--- config.mk ---
export PLATFORM = sky130hd
export DESIGN_NAME = spi_status_tx
export DESIGN_NICKNAME = d
export VERILOG_FILES = /design/src/rtl/spi_status_tx.sv
export SDC_FILE = /design/constraint.sdc
export NUM_CORES = 1
export LEC_CHECK = 0
export BUFFER_PORTS_ARGS = -buffer_cell sky130_fd_sc_hd__buf_4
export CORE_ASPECT_RATIO = 1.5
export CORE_MARGIN = 3
export CORE_UTILIZATION = 55
export CTS_BUF_LIST = sky130_fd_sc_hd__clkbuf_2 sky130_fd_sc_hd__clkbuf_4 sky130_fd_sc_hd__clkbuf_8
export CTS_CLUSTER_DIAMETER = 200
export DETAILED_ROUTE_END_ITERATION = 10
export HOLD_SLACK_MARGIN = 0.05
export MAX_ROUTING_LAYER = met4
export PLACE_DENSITY = 0.76
export SLEW_MARGIN = 20
export SYNTH_ARGS = -nofsm -noshare
export SYNTH_HDL_FRONTEND = slang
export SYNTH_SLANG_ARGS = --single-unit
--- constraint.sdc ---
create_clock -name clk -period 2.2 [get_ports clk]
set_input_delay 0.11 -clock clk [delete_from_list [all_inputs] [get_ports clk]]
set_output_delay 0.11 -clock clk [all_outputs]
set_load 0.01 [all_outputs]
--- src/rtl/spi_status_tx.sv ---
// SPI mode-0 transmit path: one-entry word buffer shifted MSB-first on sdo, one word per cs_n frame.
// Optional build macro SPI_TX_HEADER_EN prepends header byte {4'hA, fresh, seq[2:0]} (24-bit frame).
module spi_status_tx #(
    parameter logic [15:0] IDLE_WORD = 16'h0000,
    parameter int unsigned SYNC_W    = 2
) (
    input  logic        clk,
    input  logic        reset,
    input  logic        sck,
    input  logic        cs_n,
    output logic        sdo,
    input  logic [15:0] tx_data,
    input  logic        tx_valid,
    output logic        tx_ready,
    output logic        frame_done,
    output logic        underrun
);
`ifdef SPI_TX_HEADER_EN
    localparam int unsigned FRAME_BITS = 24;
`else
    localparam int unsigned FRAME_BITS = 16;
`endif
    localparam int unsigned CNT_W = 5;

    typedef enum logic [1:0] {IDLE, LOAD, SHIFT, DONE} state_t;
    state_t state, state_next;

    logic [SYNC_W-1:0]     sck_sync, cs_sync;
    logic                  sck_d, cs_d;
    logic                  sck_s, cs_s, sck_rise, sck_fall, cs_fall;
    logic                  buf_full;
    logic [15:0]           buf_data;
    logic                  accept;
    logic [FRAME_BITS-1:0] shift_reg, load_word;
    logic [15:0]           word_sel;
    logic [CNT_W-1:0]      cnt;
    logic                  do_load, do_count, do_shift, do_finish;

    // cs_n synchroniser presets high so reset release never looks like a frame start
    always_ff @(posedge clk or posedge reset) begin
        if (reset) begin
            sck_sync <= '0;
            cs_sync  <= '1;
            sck_d    <= 1'b0;
            cs_d     <= 1'b1;
        end else begin
            sck_sync <= {sck_sync[SYNC_W-2:0], sck};
            cs_sync  <= {cs_sync[SYNC_W-2:0], cs_n};
            sck_d    <= sck_s;
            cs_d     <= cs_s;
        end
    end

    assign sck_s    = sck_sync[SYNC_W-1];
    assign cs_s     = cs_sync[SYNC_W-1];
    assign sck_rise = sck_s & ~sck_d;
    assign sck_fall = ~sck_s & sck_d;
    assign cs_fall  = ~cs_s & cs_d;

    assign tx_ready = ~buf_full;
    assign accept   = tx_valid & ~buf_full;
    assign word_sel = buf_full ? buf_data : IDLE_WORD;

`ifdef SPI_TX_HEADER_EN
    logic [2:0] seq;

    always_ff @(posedge clk or posedge reset) begin
        if (reset)          seq <= '0;
        else if (do_finish) seq <= seq + 3'd1;
    end

    assign load_word = {4'hA, buf_full, seq, word_sel};
`else
    assign load_word = word_sel;
`endif

    always_ff @(posedge clk or posedge reset) begin
        if (reset) state <= IDLE;
        else       state <= state_next;
    end

    always_comb begin
        state_next = state;
        do_load    = 1'b0;
        do_count   = 1'b0;
        do_shift   = 1'b0;
        do_finish  = 1'b0;
        case (state)
            IDLE:  if (cs_fall) state_next = LOAD;
            LOAD: begin
                do_load    = 1'b1;
                state_next = cs_s ? IDLE : SHIFT;
            end
            SHIFT: begin
                if (cs_s) begin
                    state_next = IDLE;
                end else if (cnt == CNT_W'(FRAME_BITS)) begin
                    state_next = DONE;
                    do_finish  = 1'b1;
                end else begin
                    do_count = sck_rise;
                    do_shift = sck_fall;
                end
            end
            DONE:    if (cs_s) state_next = IDLE;
            default: state_next = IDLE;
        endcase
    end

    // A load that is aborted in the same cycle still empties the buffer: the word is dropped
    always_ff @(posedge clk or posedge reset) begin
        if (reset) begin
            shift_reg  <= '0;
            cnt        <= '0;
            sdo        <= 1'b0;
            frame_done <= 1'b0;
            underrun   <= 1'b0;
            buf_full   <= 1'b0;
            buf_data   <= '0;
        end else begin
            frame_done <= do_finish;
            underrun   <= do_load & ~buf_full;
            if (accept) begin
                buf_full <= 1'b1;
                buf_data <= tx_data;
            end
            if (do_load) begin
                if (buf_full) buf_full <= 1'b0;
                shift_reg <= load_word;
                sdo       <= load_word[FRAME_BITS-1];
                cnt       <= '0;
            end
            if (do_count) cnt <= cnt + 1'b1;
            if (do_shift) begin
                shift_reg <= shift_reg << 1;
                sdo       <= shift_reg[FRAME_BITS-2];
            end
            if (state_next == IDLE) sdo <= 1'b0;
        end
    end

endmodule
=== Word level (Yosys, flattened, before mapping) ===
Cells that the tools add are included.

* $add $sub $neg: 1
* Eq/ne operators: 4
* Muxes and demuxes: 27
* Bitwise operators: 9
* Reductions and logical operators: 5

{| class="wikitable"
|+ Operator list
! cell !! count
|-
| $mux W15 || 2
|-
| $mux W1 || 16
|-
| $mux W16 || 1
|-
| $mux W2 || 5
|-
| $mux W5 || 2
|-
| $pmux W2 S4 || 1
|-
| $add A5 B1 Y5 const B || 1
|-
| $and A1 B1 Y1 || 5
|-
| $eq A5 B5 Y1 const B || 1
|-
| $eq A2 B2 Y1 const B || 2
|-
| $logic_not A2 Y1 || 2
|-
| $not A1 Y1 || 4
|-
| $reduce_bool A2 Y1 || 2
|-
| $reduce_bool A3 Y1 || 1
|-
| $eq A2 B1 Y1 const B || 1
|}

* Flip-flop bits (word level): 48
* Output and inout bits: 4

=== Logic depth before layout (Yosys ltp) ===
Gate-level depths: netlist of run 1.

* Word-level depth: 7
* Mapped depth: 7
* Depth with buffers taken out: 6

=== Worst setup path before layout of run 1 ===
Ideal clock, no wire load.

* Kind: reg2reg
* From: register cnt[0]
* To: register shift_reg[2]
* Setup time: 0.121 ns
* Arrival time: 1.744 ns
* Required time: 2.079 ns
* Setup slack: 0.335 ns
* Cell stages (with the launch flop): 7
* Path buffers: 1
* Period minus slack after synthesis: 1.865 ns
* Cells stage by stage: dfrtp_1 -> inv_1 -> ha_1 -> and4bb_2 -> or4_4 -> buf_6 -> o221a_4

* Cells in the longest elaborated chain, start to end: 5
* Elaborated cells between the ends (all ways): 6

{| class="wikitable"
|+ RTL lines
! what !! RTL line !! source
|-
| start, declared || 36 || <nowiki>logic [CNT_W-1:0] cnt;</nowiki>
|-
| start signal, assigned || 133 || <nowiki>if (do_count) cnt <= cnt + 1'b1;</nowiki>
|-
| $eq A5 B5 Y1 (*) || 97 || <nowiki>end else if (cnt == CNT_W'(FRAME_BITS)) begin</nowiki>
|-
| $mux W1 (*) || 97 ||
|-
| $mux W1 (*) || 95 || <nowiki>if (cs_s) begin</nowiki>
|-
| $mux W1 (*) || 88 || <nowiki>case (state)</nowiki>
|-
| $mux W15 or $reduce_bool A2 Y1 (tied branches) || - ||
|-
| end signal, assigned || 129 || <nowiki>shift_reg <= load_word;</nowiki>
|-
| end signal, assigned || 135 || <nowiki>shift_reg <= shift_reg << 1;</nowiki>
|-
| end, declared || 34 || <nowiki>logic [FRAME_BITS-1:0] shift_reg, load_word;</nowiki>
|}

Every way passes the cells marked *; elsewhere a longest branch is shown, timed or not.
A chain may end at the register's enable or synchronous reset.

=== Worst setup path after layout of run 1 ===
* From: register cnt[0]
* To: register shift_reg[5]

Same word-level chain as after synthesis.

==> flow_summary.yaml, run 1 <==
worst_setup_path:
  cp_top_family: "simple AND/OR/NAND/NOR gates"
  cpPeakStageDelay_ns: 0.59
  crit_path_max_fanout: 14
  cp.depth: 6
  worstRegToRegCells: 6
  reg2reg_slack_ns: 0.21
  required_ns: 2.44
  path_cells: "inv_1 -> ha_1 -> and4bb_2 -> or4_4 -> nand2_4 -> o221a_1"
  endpoint_kind: "flop"
  crit_end: "shift_reg[5]"
  start_kind: "flop"
  critical_path_buf_inv_count: 1
  cpMaxStageDelayCell: "or4_4"
  worst_ep_arrival_time_ns: 2.22
  timing.rr.end: "shift_reg[5]"
  crit_type: "flop to flop"
  critPathLaunch: "cnt[0]"
  reg2reg_from: "cnt[0]"
clock_tree:
  htreeDepth: 2
  cts_setup_buffers: 0
  numCtsBuffers: 5
  clockBufferDepth: 2
  clkLatencyLatePin_ns: 0.30
  clk_pin_slew_ns: 0.08
  cts_hold_buf: 18
  cts.repair.resized: 0
  clkSinkCount: 48
  cts_tree: "built"
  clock-root-buffer: "clkbuf_8"
power:
  pwr_density_cell_mw_per_mm2: 1010
  p_total_mw: 2.55
  p_leak_nw: 1.14
  vdd_drop_max_v: 0.000847
timing:
  setup_viol: 0
  finalSetupTns_ns: 0
  final.setup.worst_slack_ns: 0.212
  fin_crit_sh_pct: 90.4
  finClkSkew_ns: 0.00705
  finalHoldViolations: 0
  tightestPinTransition_ns: 0.392
  drv_slew: 0
  timing.hold.ws_ns: 0.0748
  layout_min_cycle_time_ns: 1.99
  maxSlewHeadroom_pct: 73.5
  fmax_ghz: 0.503
  rsz0062_at_grt: "no"
die:
  die_h_um: 80.7
  core_mm2: 0.00348
  die_w_um: 55.8
  dieArea_mm2: 0.00450
  rows: 26
  start_util_pct: 58.8
  ios: 25
global_route:
  grt_max_degree: 33
  track_usage_pct: 20.7
  grt_pass1_wl_mm: 6.97
  overflow: 0
  grt_pass1_vias: 1509
  antenna_found_initial: 0
synthesis:
  synth_edf_count: 0
  synthSimpleGateAreaFrac_pct: 13.5
  synth-xor-area-share_pct: 0
  synth_area_mm2: 0.00205
  yosysWarnings: 0
  synthCells: 166
  ys_seq_area_share_pct: 58.9
  ys_types: 36
  synth_compound_gate_area_share_pct: 12.6
  synth_ff_type: "dfrtp_1"
  synthMuxAreaShare_pct: 9.36
  yosysTopAreaCell: "dfrtp_1"
  yosys.area.top_type_share_pct: 55.0
  syn_avg_cell_area_um2: 12.3
  yosys-top-cells-area: "dfrtp_1 55%, mux2_2 9.4%, nand2_1 5.0%"
  synth_fa_ha_area_share_pct: 1.22
  synth-async-reset-ratio_pct: 100
  synth_top_family_by_area: "simple AND/OR/NAND/NOR gates"
  ys_seq_elements: 48
  synth_fp_nets: 189
finish:
  finish.utilization_pct: 72.5
  final_nets: 234
  antenna_cells: 0
  nFillCells: 222
  largest_reg_flops: 16
  multi_input_area_um2: 751
  design_area_mm2: 0.00252
  syn_to_final_growth_pct: 23.4
  drive_gt1_share_pct: 31.1
  instances_no_fill: 254
  regArea_mm2: 0.00120
placed_design:
  place_area_mm2: 0.00226
  port_buffers: 24
  dp_hpwl_mm: 2.69
  gp_congestion: 0.807
  dp_cells: 228
  post-place-ws_ns: 0.241
drt:
  viasPerCell: 5.48
  drcViolationCount: 0
  drt-total-wl_mm: 4.06
  antenna_left: 0
  dr.pass1.iters: 4
  wl_per_cell_um: 16.0
  vias: 1393
  drt_iter0_drc: 35
worst_hold_path:
  min_path_type: "primary input to flop"
  hold_depth: 2
outcome:
  status: "finished, final reports clean"
job:
  maxCapViolCount: 0
-- power by group --
group | internal, mW | switching (mW)
clock | 0.248 | 0.270
combinational | 0.371 | 0.277
sequential | 1.19 | 0.194
total | 1.81 | 0.741
-- final cells by class --
type | instances | share of cell area (%)
clock inverters | 1 | 0.198
well taps | 42 | 2.08
multi-input cells | 101 | 29.7
clock buffers | 7 | 3.32
inverters | 8 | 1.19
flip-flops and latches | 48 | 47.7
repair buffers | 47 | 15.8
-- worst min-delay path by stage --
stage / from / to / slack, ns
4_1_cts: tx_data[5] / buf_data[5] / 0.05
5_1_grt: tx_data[5] / buf_data[5] / 0.06
2_1_floorplan: cs_n / cs_sync[0] / 0.11
6_report: tx_data[5] / buf_data[5] / 0.07
3_3_place_gp: reset / cnt[1] / 0.1
3_5_place_dp: reset / cnt[2] / 0.11
-- routing by layer --
layer / share of wire, % / vias to the layer above / track usage, %
met2: 56 / 26 / 37.7
met3: 3.0 / 8 / 4.82
met4: 1.7 / 0 / 7.79
li1: - / 677 / -
met5: 0 / - / -
met1: 39 / 682 / 21.7
-- synthesized netlist by cell type (all sizes together), types with 2 or more instances --
library cell and count:
o21ai 7, nand3 3, nand2 28, clkbuf 6, dfstp 3, nor2 7, or4 2, o221a 11
ha 2, a32oi 3, a21o 2, inv 8, dfrtp 45, nor2b 4, mux2 17, buf 3
-- kinds of logic (layout without fill, tap and decap cells) --
family	count (synthesis)	in the layout
AO/OA/AOI/OAI	29	29
adder cells (fa/ha/maj)	2	2
buffers and inverters	17	63
flip-flops	48	48
multiplexers	17	17
AND/OR/NAND/NOR	53	53
-- cell usage in the layout (no fill, tap or decap), types with 4 or more instances in the layout --
cell	Yosys	routed
mux2_2	17	17
nor2_1	7	7
o21ai_0	7	7
nand2_1	27	27
dlygate4sd3_1	0	18
clkbuf_8	0	5
inv_1	8	7
o221a_1	8	8
nor2b_1	4	4
dfrtp_1	45	45
buf_4	0	29
Power figures use the tool's default switching activity.
==> inputs of run 2 (changes only) <==
Settings changed: REMOVE_ABC_BUFFERS from default to 1.
==> run 2 against run 1 <==
Via count is 3.9% higher. Sequential power hardly changed. Count of clock-buffer cells in the layout is 1 lower. Global-route usage is 0.50 points higher. Design area is 1.5% higher. Setup slack worse by 0.017 ns. Flip-flop and latch count stayed put. Routed wire length is 0.91% lower. Power is 3.7% higher. Critical path depth stayed put. Clock skew is 0.0016 ns higher. Critical path type unchanged. Largest cell class unchanged.
==> flow_summary.yaml, run 2 (synthesis gave the netlist of run 1 again) <==
finish:
  regArea_mm2: 0.00120
  final_cell_mix: "45 x dfrtp_1, 27 x nand2_1, 27 x buf_4"
  design_area_mm2: 0.00256
  syn_to_final_growth_pct: 25.3
  final_nets: 234
  final_common_cell: "dfrtp_1"
  multi_input_area_um2: 751
  antenna_cells: 0
  drive_gt1_share_pct: 30.7
  nFillCells: 235
  largest_reg_flops: 16
timing:
  finalHoldViolations: 0
  finClkSkew_ns: 0.00865
  setup_viol: 0
  finalSetupTns_ns: 0
  drv_slew: 0
  maxSlewHeadroom_pct: 68.4
  fmax_ghz: 0.499
  tightestPinTransition_ns: 0.473
  layout_min_cycle_time_ns: 2.00
  final.setup.worst_slack_ns: 0.195
  rsz0062_at_grt: "no"
  fin_crit_sh_pct: 91.1
power:
  pwr_density_cell_mw_per_mm2: 1030
  seq_power_share_pct: 52.1
  power.internal_mw: 1.91
  p_total_mw: 2.64
  switchingPower_mw: 0.738
  vdd_drop_max_v: 0.00101
  pwr-share-clk_pct: 23.8
  p_leak_nw: 1.15
  combPwrFrac_pct: 24.0
  switching_share_pct: 27.9
worst_setup_path:
  reg2reg_slack_ns: 0.20
  timing.rr.end: "shift_reg[3]"
  start_kind: "flop"
  worst_ep_arrival_time_ns: 2.23
  reg2reg_from: "cnt[0]"
  required_ns: 2.42
  crit_type: "flop to flop"
  crit_path_max_fanout: 14
  endpoint_kind: "flop"
  worstRegToRegCells: 6
die:
  start_util_pct: 58.8
  rows: 26
  die_w_um: 55.8
  dieArea_mm2: 0.00450
  core_mm2: 0.00348
  ios: 25
  die_h_um: 80.7
drt:
  drcViolationCount: 0
  antenna_left: 0
  viasPerCell: 5.70
  drt_iter0_drc: 25
  wl_per_cell_um: 15.8
  dr.pass1.iters: 4
  vias: 1448
  drt-total-wl_mm: 4.03
worst_hold_path:
  whs_endpoint: "sck_sync[1]"
  hold_depth: 0
  min_path_type: "flop to flop"
  worstHoldStart: "sck_sync[0]"
placed_design:
  place_area_mm2: 0.00226
  port_buffers: 24
  gp_congestion: 0.795
  post-place-ws_ns: 0.230
  dp_hpwl_mm: 2.70
clock_tree:
  clkSinkCount: 48
  cts.repair.resized: 0
  clock-root-buffer: "clkbuf_8"
  clockBufferDepth: 2
  htreeDepth: 2
  cts_tree: "built"
  cts_setup_buffers: 0
  clk_pin_slew_ns: 0.09
  clkLatencyLatePin_ns: 0.30
  cts_hold_buf: 19
  numCtsBuffers: 5
global_route:
  grt_pass1_vias: 1503
  track_usage_pct: 21.2
  overflow: 0
  antenna_found_initial: 0
  grt_max_degree: 28
  grt_pass1_wl_mm: 7.00
job:
  maxCapViolCount: 0
outcome:
  status: "finished, final reports clean"
run 2: worst max-delay path, stage by stage, from the launching register on:
cell,delay [ns]
dfrtp_1,0.41
inv_1,0.06
ha_1,0.20
and4bb_2,0.24
or4_4,0.60
nand2_4,0.19
o221a_1,0.23
run 2: per-layer routing:
layer | global-route usage [%] | vias up | part of all wire [%]
met5 | - | - | 0
met2 | 35.9 | 35 | 54
li1 | - | 673 | -
met3 | 4.66 | 11 | 2.9
met1 | 23.2 | 729 | 40
met4 | 11.7 | 0 | 3.3
run 2: worst max path at each step:
stage / slack [ns] / startpoint / to / depth (start not counted)
floorplan: 0.31 / buf_full / buf_data[0] / 2
global placement: 0.32 / cnt[0] / shift_reg[10] / 6
detailed placement: 0.23 / cnt[0] / shift_reg[3] / 6
CTS: 0.20 / cnt[0] / shift_reg[3] / 6
global route: 0.10 / cnt[0] / shift_reg[3] / 6
finish: 0.20 / cnt[0] / shift_reg[3] / 6
run 2: per-stage QoR:
step,instances,hold slack (ns),util [%]
3_3_place_gp,227,0.157,65.0
6_report,254,0.362,73.6
5_1_grt,254,0.364,73.6
3_5_place_dp,227,0.162,65.0
4_1_cts,254,0.363,73.6
2_1_floorplan,157,0.114,-
run 2: power by group through the flow:
stage	clock, mW	sequential, mW	combinational (mW)
2_1_floorplan	0	1.35	0.431
3_3_place_gp	0	1.37	0.582
3_5_place_dp	0	1.39	0.617
4_1_cts	0.647	1.38	0.642
5_1_grt	0.681	1.42	0.721
6_report	0.630	1.38	0.635
run 2: area by class of cell:
type                            instances  area share, %
Sequential cell                        48           47.0
Multi-Input combinational cell        101           29.3
Timing Repair Buffer                   47           16.1
Clock buffer                            6           2.98
Tap cell                               42           2.05
Clock inverter                          2           1.37
Inverter                                8           1.17
==> inputs of run 3 (changes only) <==
Settings changed: CORE_ASPECT_RATIO 1.5 to 1.1.
==> run 3 against run 2 <==
Cell count increased by 2.4%. Design area decreased by 2.0%. Critical path type unchanged. Sequential share of layout area increased by 0.94 points.
==> flow_summary.yaml, run 3 (synthesis gave the netlist of run 1 again) <==
outcome:
  status: "finished, final reports clean"
global_route:
  grt_pass1_wl_mm: 6.54
  grt_pass1_vias: 1456
  track_usage_pct: 19.2
  antenna_found_initial: 0
  overflow: 0
  grt_max_degree: 49
clock_tree:
  cts_hold_buf: 19
  clock-root-buffer: "clkbuf_4"
  clkSinkCount: 48
  clk_pin_slew_ns: 0.13
  htreeDepth: 2
  cts_setup_buffers: 0
  clkLatencyLatePin_ns: 0.36
  cts_tree: "built"
  clockBufferDepth: 2
  numCtsBuffers: 5
  cts.repair.resized: 0
die:
  start_util_pct: 59.5
  ios: 25
  die_h_um: 70.0
  dieArea_mm2: 0.00449
  core_mm2: 0.00344
  die_w_um: 64.2
  rows: 22
finish:
  instances_no_fill: 260
  final_cell_mix: "45 x dfrtp_1, 28 x buf_4, 27 x nand2_1"
  drive_gt1_share_pct: 30.7
  design_area_mm2: 0.00251
  syn_to_final_growth_pct: 22.8
  final_nets: 234
  final_common_cell: "dfrtp_1"
  finish.utilization_pct: 73.0
  nFillCells: 241
  antenna_cells: 0
  regArea_mm2: 0.00120
  largest_reg_flops: 16
  multi_input_area_um2: 751
drt:
  dr.pass1.iters: 4
  drt-total-wl_mm: 3.89
  viasPerCell: 5.46
  antenna_left: 0
  drt_iter0_drc: 73
  vias: 1420
  drcViolationCount: 0
  wl_per_cell_um: 15.0
timing:
  finClkSkew_ns: 0.00761
  drv_slew: 0
  fmax_ghz: 0.493
  final.setup.worst_slack_ns: 0.172
  maxSlewHeadroom_pct: 37.0
  finalSetupTns_ns: 0
  rsz0062_at_grt: "no"
  setup_viol: 0
  fin_crit_sh_pct: 92.2
  layout_min_cycle_time_ns: 2.03
  timing.hold.ws_ns: 0.342
  tightestPinTransition_ns: 0.943
  finalHoldViolations: 0
power:
  p_total_mw: 2.45
  vdd_drop_max_v: 0.000605
  pwr_density_cell_mw_per_mm2: 977
  p_leak_nw: 1.13
worst_setup_path:
  crit_path_max_fanout: 14
  required_ns: 2.50
  crit_type: "flop to flop"
  endpoint_kind: "flop"
  worst_ep_arrival_time_ns: 2.33
  start_kind: "flop"
placed_design:
  post-place-ws_ns: 0.213
  dp_cells: 233
  place_area_mm2: 0.00226
  gp_congestion: 0.769
  port_buffers: 24
  dp_hpwl_mm: 2.57
worst_hold_path:
  min_path_type: "primary input to flop"
job:
  maxCapViolCount: 0
[run 3: changes by cell type in the layout (fill, tap and decap cells not counted), sizes merged]
cell and delta:
bufinv -1, clkbuf +2, clkinv -1
[run 3: final cells by class]
class,count,area share (%)
Tap cell,48,2.39
Timing Repair Buffer,47,15.9
Clock buffer,8,2.64
Sequential cell,48,48.0
Inverter,8,1.20
Multi-Input combinational cell,101,29.9
[run 3: final timing paths]
| path | start | to | slack (ns) | cells past startpoint |
|---|---|---|---|---|
| max | cnt[0] | shift_reg[4] | 0.17 | 6 |
| min | tx_valid | buf_full | 0.34 | 4 |
| max reg2reg | cnt[0] | shift_reg[4] | 0.17 | 6 |
| min reg2reg | cs_sync[0] | cs_sync[1] | 0.36 | 0 |
| max in group asynchronous | reset | buf_data[9] | 1.10 | 3 |
| min in group asynchronous | reset | buf_data[5] | 0.52 | 3 |
[run 3: critical path, cell delays in order, from the launching register on]
cell,delay [ns]
dfrtp_1,0.42
inv_1,0.07
ha_1,0.22
and4bb_2,0.24
or4_4,0.60
nand2_4,0.19
o221a_1,0.22
[run 3: power by group]
part / total [mW] / switching (mW) / internal, mW
clock: 0.441 / 0.258 / 0.183
combinational: 0.638 / 0.267 / 0.371
sequential: 1.38 / 0.192 / 1.18
total: 2.45 / 0.716 / 1.74
[run 3: per-layer routing]
layer | wire, um | global-route usage (%) | part of all wire [%] | vias to the layer above
li1 | - | - | - | 684
met1 | 1670 | 23.1 | 43 | 699
met2 | 2030 | 31.5 | 52 | 28
met3 | 106 | 3.86 | 2.7 | 9
met4 | 74 | 8.22 | 1.9 | 0
met5 | 0 | - | 0 | -
